$ cat src/rtl/ascon_encrypt_ctrl.sv
// rtl/ascon_encrypt_ctrl.sv - ASCON-128 two-block encryption sequencer driving an external round core
// Optional associated-data phase: define ASCON_AD_EN.

module ascon_encrypt_ctrl #(
  parameter int ROUNDS_A = 12,
  parameter int ROUNDS_B = 6
) (
  input  logic         clk,
  input  logic         rst_n,
  input  logic         start,
  input  logic [63:0]  iv,
  input  logic [63:0]  k0,
  input  logic [63:0]  k1,
  input  logic [63:0]  n0,
  input  logic [63:0]  n1,
  input  logic [63:0]  pln0,
  input  logic [63:0]  pln1,
`ifdef ASCON_AD_EN
  input  logic [63:0]  ad0,
`endif
  output logic [319:0] rnd_state_o,
  output logic [7:0]   rnd_const_o,
  input  logic [319:0] rnd_state_i,
  output logic         busy,
  output logic         done,
  output logic [63:0]  cyp0,
  output logic [63:0]  cyp1,
  output logic [63:0]  tag0,
  output logic [63:0]  tag1
);

  typedef enum logic [3:0] {
    S_IDLE, S_INIT, S_KEY, S_AD, S_PBA, S_ADPAD, S_PBA2,
    S_ENC0, S_PB0, S_ENC1, S_PB1, S_PAD, S_FIN, S_TAG, S_DONE
  } state_e;

  // p^a walks r = 0..ROUNDS_A-1; p^b runs only the tail of that schedule.
  localparam logic [3:0] R_LAST = 4'(ROUNDS_A - 1);
  localparam logic [3:0] R_B0   = 4'(ROUNDS_A - ROUNDS_B);
  localparam logic [63:0] PAD_BIT = 64'h8000_0000_0000_0000;

  state_e       state_q, state_d;
  state_e       round_next;
  logic         is_round;
  logic [319:0] s_q, s_d;
  logic [3:0]   r_q, r_d;
  logic [63:0]  k0_q, k0_d, k1_q, k1_d;
  logic [63:0]  p0_q, p0_d, p1_q, p1_d;
  logic [63:0]  cyp0_q, cyp0_d, cyp1_q, cyp1_d;
  logic [63:0]  tag0_q, tag0_d, tag1_q, tag1_d;
  logic         done_q, done_d;
`ifdef ASCON_AD_EN
  logic [63:0]  ad_q, ad_d;
`endif

  always_ff @(posedge clk or negedge rst_n) begin
    if (!rst_n) begin
      state_q <= S_IDLE;
      s_q     <= '0;
      r_q     <= '0;
      k0_q    <= '0;
      k1_q    <= '0;
      p0_q    <= '0;
      p1_q    <= '0;
      cyp0_q  <= '0;
      cyp1_q  <= '0;
      tag0_q  <= '0;
      tag1_q  <= '0;
      done_q  <= 1'b0;
`ifdef ASCON_AD_EN
      ad_q    <= '0;
`endif
    end else begin
      state_q <= state_d;
      s_q     <= s_d;
      r_q     <= r_d;
      k0_q    <= k0_d;
      k1_q    <= k1_d;
      p0_q    <= p0_d;
      p1_q    <= p1_d;
      cyp0_q  <= cyp0_d;
      cyp1_q  <= cyp1_d;
      tag0_q  <= tag0_d;
      tag1_q  <= tag1_d;
      done_q  <= done_d;
`ifdef ASCON_AD_EN
      ad_q    <= ad_d;
`endif
    end
  end

  // State words: x0 = s[319:256], x1 = s[255:192], x2 = s[191:128], x3 = s[127:64], x4 = s[63:0].
  always_comb begin
    state_d    = state_q;
    s_d        = s_q;
    r_d        = r_q;
    k0_d       = k0_q;
    k1_d       = k1_q;
    p0_d       = p0_q;
    p1_d       = p1_q;
    cyp0_d     = cyp0_q;
    cyp1_d     = cyp1_q;
    tag0_d     = tag0_q;
    tag1_d     = tag1_q;
    done_d     = 1'b0;
    is_round   = 1'b0;
    round_next = S_IDLE;
`ifdef ASCON_AD_EN
    ad_d       = ad_q;
`endif
    case (state_q)
      S_IDLE: begin
        if (start) begin
          s_d     = {iv, k0, k1, n0, n1};
          k0_d    = k0;
          k1_d    = k1;
          p0_d    = pln0;
          p1_d    = pln1;
          r_d     = '0;
          state_d = S_INIT;
`ifdef ASCON_AD_EN
          ad_d    = ad0;
`endif
        end
      end
      S_INIT: begin
        is_round   = 1'b1;
        round_next = S_KEY;
      end
      S_KEY: begin
        s_d[127:0] = s_q[127:0] ^ {k0_q, k1_q};
        r_d        = R_B0;
`ifdef ASCON_AD_EN
        state_d    = S_AD;
`else
        state_d    = S_ENC0;
`endif
      end
`ifdef ASCON_AD_EN
      S_AD: begin
        s_d[319:256] = s_q[319:256] ^ ad_q;
        state_d      = S_PBA;
      end
      S_PBA: begin
        is_round   = 1'b1;
        round_next = S_ADPAD;
      end
      S_ADPAD: begin
        s_d[319:256] = s_q[319:256] ^ PAD_BIT;
        r_d          = R_B0;
        state_d      = S_PBA2;
      end
      S_PBA2: begin
        is_round   = 1'b1;
        round_next = S_ENC0;
      end
`endif
      S_ENC0: begin
        s_d[319:256] = s_q[319:256] ^ p0_q;
        cyp0_d       = s_q[319:256] ^ p0_q;
        s_d[63:0]    = s_q[63:0] ^ 64'h1;
        r_d          = R_B0;
        state_d      = S_PB0;
      end
      S_PB0: begin
        is_round   = 1'b1;
        round_next = S_ENC1;
      end
      S_ENC1: begin
        s_d[319:256] = s_q[319:256] ^ p1_q;
        cyp1_d       = s_q[319:256] ^ p1_q;
        r_d          = R_B0;
        state_d      = S_PB1;
      end
      S_PB1: begin
        is_round   = 1'b1;
        round_next = S_PAD;
      end
      S_PAD: begin
        s_d[319:128] = s_q[319:128] ^ {PAD_BIT, k0_q, k1_q};
        r_d          = '0;
        state_d      = S_FIN;
      end
      S_FIN: begin
        is_round   = 1'b1;
        round_next = S_TAG;
      end
      S_TAG: begin
        tag0_d  = s_q[127:64] ^ k0_q;
        tag1_d  = s_q[63:0] ^ k1_q;
        state_d = S_DONE;
      end
      S_DONE: begin
        done_d  = 1'b1;
        state_d = S_IDLE;
      end
      default: state_d = S_IDLE;
    endcase
    if (is_round) begin
      s_d = rnd_state_i;
      r_d = r_q + 4'd1;
      if (r_q == R_LAST) state_d = round_next;
    end
  end

  assign rnd_state_o = s_q;
  assign rnd_const_o = is_round ? {4'hF - r_q, r_q} : 8'h00;
  assign busy        = (state_q != S_IDLE);
  assign done        = done_q;
  assign cyp0        = cyp0_q;
  assign cyp1        = cyp1_q;
  assign tag0        = tag0_q;
  assign tag1        = tag1_q;

endmodule

$ cat config.mk
export PLATFORM = sky130hd
export DESIGN_NAME = ascon_encrypt_ctrl
export DESIGN_NICKNAME = d
export VERILOG_FILES = /design/src/rtl/ascon_encrypt_ctrl.sv
export SDC_FILE = /design/constraint.sdc
export NUM_CORES = 2
export LEC_CHECK = 0
export BUFFER_PORTS_ARGS = -buffer_cell sky130_fd_sc_hd__buf_2
export CORE_AREA = 2 2 535 537
export DETAILED_ROUTE_END_ITERATION = 16
export DIE_AREA = 0 0 537 539
export GPL_TIMING_DRIVEN = 0
export MAX_ROUTING_LAYER = met4
export PLACE_DENSITY = 0.36
export SLEW_MARGIN = 20
export SYNTH_ARGS = -nofsm -noshare
export SYNTH_HDL_FRONTEND = slang
export SYNTH_SLANG_ARGS = --single-unit
$ cat constraint.sdc
create_clock -name clk -period 2.7 [get_ports clk]
set_input_delay 0.405 -clock clk [delete_from_list [all_inputs] [get_ports clk]]
set_output_delay 0.405 -clock clk [all_outputs]
set_load 0.02 [all_outputs]
==> results by group <==
Layout
  • Area Overhead vs Synth: 59.73%
  • Post-layout util: 22.94%
  • Fin nets: 7179
  • Share of cells above drive strength 1: 33.12%
  • Fin cells: 10330

Worst setup path
  • Kind of critical path: flop to output port
  • Critical Path Start: state_q[3]$_DFF_PN0_
  • CP Capture Type: output port
  • Worst Reg-to-Reg Cells: 8
  • Flop2flop setup slack: -0.15 ns
  • Crit path capture: rnd_const_o[6]
  • Critical R2R Launch: state_q[3]$_DFF_PN0_
  • Reg2reg end: rnd_state_o[55]$_DFFE_PN0P_
  • Startpoint types: flop
  • Crit path required time: 2.30 ns
  • Critical path arrival: 2.67 ns
  • Crit-path max FO: 5

Synth
  • XOR/XNOR share of the synthesized area: 5.798%
  • Synth Instances: 4152
  • Top cell type's share of synthesized area: 51.60%
  • Post-synthesis instance area: 40780 um^2
  • Post-Syn Nets: 4924
  • Post-synth top area cell: dfrtp_1
  • Sequential area share after synthesis: 51.60%
  • Yosys reg bits: 841
  • Prevailing post-synth register cell: dfrtp_1
  • EDFF count, synth: 0
  • Synth unique cells: 50
  • Compound-Gate Fraction of Synth Area: 17.75%
  • Yosys warnings: 0
  • Simple-gate share of the synthesized area: 14.08%
  • Avg Cell Area, Syn: 9.822 um^2
  • Main combinational cell family by area after synthesis: compound AO/OA/AOI/OAI gates
  • Ys async rst share: 100.0%
  • Synth area leaders: dfrtp_1 (52%), mux2_2 (7.1%), o21ai_0 (6.1%), xnor2_1 (5.7%), nor2_1 (4.5%)
  • Post-synthesis adder-cell area fraction: 0.03068%
  • Post-synthesis mux area share: 7.096%

Placement
  • Half-perimeter wire length after placement: 240.3 mm
  • Worst slack, placed: -1.195 ns
  • Dpl cells: 9293
  • PortBufs: 1356
  • RePlAce Congestion: 0.9125

Die
  • Num ports: 1357
  • Die ar.: 289400 um^2
  • Starting Density: 14.36%
  • Placement Rows: 196
  • Die height: 539 um
  • Die Wd: 537 um
  • Core area: 284000 um^2

STA
  • Final cycle utilization of the critical path: 113.9%
  • Max-slew violation count: 0
  • Final Hold Fails: 0
  • Crit path time final: 3.076 ns
  • Skew final: 0.05656 ns
  • Fmax: 325.1 MHz
  • Slew margin rel.: 31.56%
  • Worst Slack Setup Final: -0.3757 ns
  • Worst Tran Pin Value: 1.027 ns
  • Endpoints failing setup: 12
  • Setup repair after global routing missed its margin: yes

Routing
  • Initial drt markers: 2852
  • DRC Markers: 0
  • TritonRoute pass-1 iters: 8
  • Drt wl/cell: 29.03 um
  • Via count: 43920
  • Detailed-route vias per instance: 4.250
  • Post-route antenna net violation count: 0
  • Routed wire length: 300.0 mm

Pwr
  • Pwr/cell area: 617.0 nW/um^2
  • Maximum vdd drop: 484.2 uV
  • Leak: 29.12 nW

Global routing
  • First-pass GRT wire length: 399.5 mm
  • Maximum number of pins on one net before global-route repair: 109
  • Initial antenna violation count: 96
  • Vias in the first global route: 45650
  • Global Route Usage Sum: 20.51%
  • Global route total overflow: 0

Worst hold path
  • Hold Crit Class: input port to flop

CTS
  • Root buf cell: clkbuf_16
  • CTS tree: done
  • CTS clk-pin slew, worst paths: 0.06 ns
  • Clock sinks: 841
  • Worst skew pair latency: 0.87 ns
  • Htree depth: 3
  • TritonCTS Buffers: 118
  • Clock tree buffer depth: 4

Outcome
  • Failing checks: negative setup slack
  • Status: finished, violations left

Job
  • Max Cap Violations: 0
==> cell families after synthesis <==
kind of cell / after synthesis
simple gates: 1311
flops: 841
fa+ha+maj: 1
xor+xnor: 270
buf+inv: 344
mux: 257
compound gates: 1128
==> worst min path at each step <==
| stage | from | to | slack [ns] | cells past startpoint |
|---|---|---|---|---|
| after floorplan | rst_n | cyp0[0]$_DFFE_PN0P_ | 0.11 | 0 |
| after global placement | cyp0[50]$_DFFE_PN0P_ | cyp0[50]$_DFFE_PN0P_ | 0.46 | 2 |
| after detailed placement | rst_n | cyp1[51]$_DFFE_PN0P_ | 0.41 | 1 |
| after CTS | iv[5] | rnd_state_o[261]$_DFFE_PN0P_ | 0.002 | 4 |
| after global routing | iv[31] | rnd_state_o[287]$_DFFE_PN0P_ | 0.03 | 4 |
| final | iv[20] | rnd_state_o[276]$_DFFE_PN0P_ | 0.06 | 4 |
==> cells in the mapped netlist (2+ instances only) <==
| cell | number |
|---|---|
| nor2_1 | 486 |
| a211oi_1 | 136 |
| nand4b_1 | 2 |
| o221a_2 | 2 |
| o221ai_1 | 129 |
| nand3_1 | 233 |
| nand2b_1 | 3 |
| mux2_2 | 257 |
| o31ai_1 | 2 |
| and2_1 | 5 |
| dfrtp_1 | 841 |
| o22ai_1 | 5 |
| nor2b_1 | 4 |
| xor2_1 | 5 |
| a22o_1 | 177 |
| nand3b_1 | 115 |
| a31oi_1 | 5 |
| clkbuf_1 | 179 |
| o21ai_0 | 499 |
| xnor2_1 | 265 |
| o21ai_1 | 4 |
| buf_4 | 6 |
| a21oi_1 | 152 |
| buf_2 | 133 |
| a21o_1 | 2 |
| a22oi_1 | 6 |
| or2_2 | 3 |
| nand2_1 | 451 |
| buf_1 | 24 |
==> placed cells by master, fill, tap and decap left out, types with 17 or more instances in the layout <==
master         Yosys  final
xnor2_1          265    265
buf_6              1     23
o221ai_1         129    124
o21ai_0          499    498
nand3_1          233    231
clkbuf_1         179     86
buf_2            133   1454
buf_4              6     47
clkbuf_4           0     31
clkbuf_8           0     32
buf_16             0     17
clkbuf_2           0     83
diode_2            0     81
a22o_1           177    177
a211oi_1         136    135
a21oi_1          152    151
clkbuf_16          0    121
dlygate4sd3_1      0    733
nor2_1           486    477
dfrtp_1          841    841
mux2_2           257    257
nand3b_1         115    115
nand2_1          451    449
==> power by group <==
group          internal, mW  total (mW)  switching, mW
clock network          9.04        15.8           6.76
registers              13.8        15.1           1.34
logic                  3.63        9.27           5.64
total                  26.5        40.2           13.7
==> sequential cells by signal, summed over array words and instances, names as in the netlist <==
signal / flops
rnd_state_o: 320
cyp0: 64
cyp1: 64
k0_q: 64
k1_q: 64
p0_q: 64
p1_q: 64
tag0: 64
tag1: 64
r_q: 4
state_q: 4
done: 1
==> per-layer routing <==
layer  GRT usage (%)  up-vias  routed length [um]
met5               -        -                   0
met4           6.902        0               10880
met3           4.553      369               20130
met2           34.49     1852              146200
met1           24.00    22280              122800
li1                -    19420                   -
==> stage by stage <==
| stage | hold WS (ns) | total power [mW] | cell area (um^2) | TNS, ns |
|---|---|---|---|---|
| final | 0.06023 | 40.19 | 65140 | -3.142 |
| after global routing | 0.03368 | 41.91 | 65110 | -6.794 |
| after CTS | 0.001568 | 40.79 | 64630 | -7.781 |
| after detailed placement | 0.4088 | 23.62 | 52880 | -508.74 |
| after global placement | 0.4596 | 23.50 | 52280 | - |
| after floorplan | 0.1094 | 18.81 | 40780 | 0 |
==> worst max-delay path: stages, from the launching register on <==
cell and delay, ns:
dfrtp_1 0.39, buf_6 0.13, or4b_4 0.58, o221a_4 0.17
buf_12 0.15, clkbuf_16 0.17, nor2_4 0.09, buf_6 0.12
==> layout make-up <==
class,count,area [um^2]
fillers,31250,218800
flip-flops and latches,841,21050
multi-input cells,2967,18440
repair buffers,2139,15000
well taps,3762,4707
clock buffers,171,3432
plain buffers,339,1981
clock inverters,33,337.8
diodes,81,202.7
inverters,1,3.754
==> repair_timing <==
action / in CTS / in global routing
hold endpoints to repair: 666 / 0
buffers inserted: 18 / 9
cloned: 0 / 1
resized for setup: 181 / 164
hold buffers: 733 / 0
endpoints found under the setup margin: 828 / 302
pin swaps: 3 / 3
Note: power is estimated with default switching activity, not from simulation.
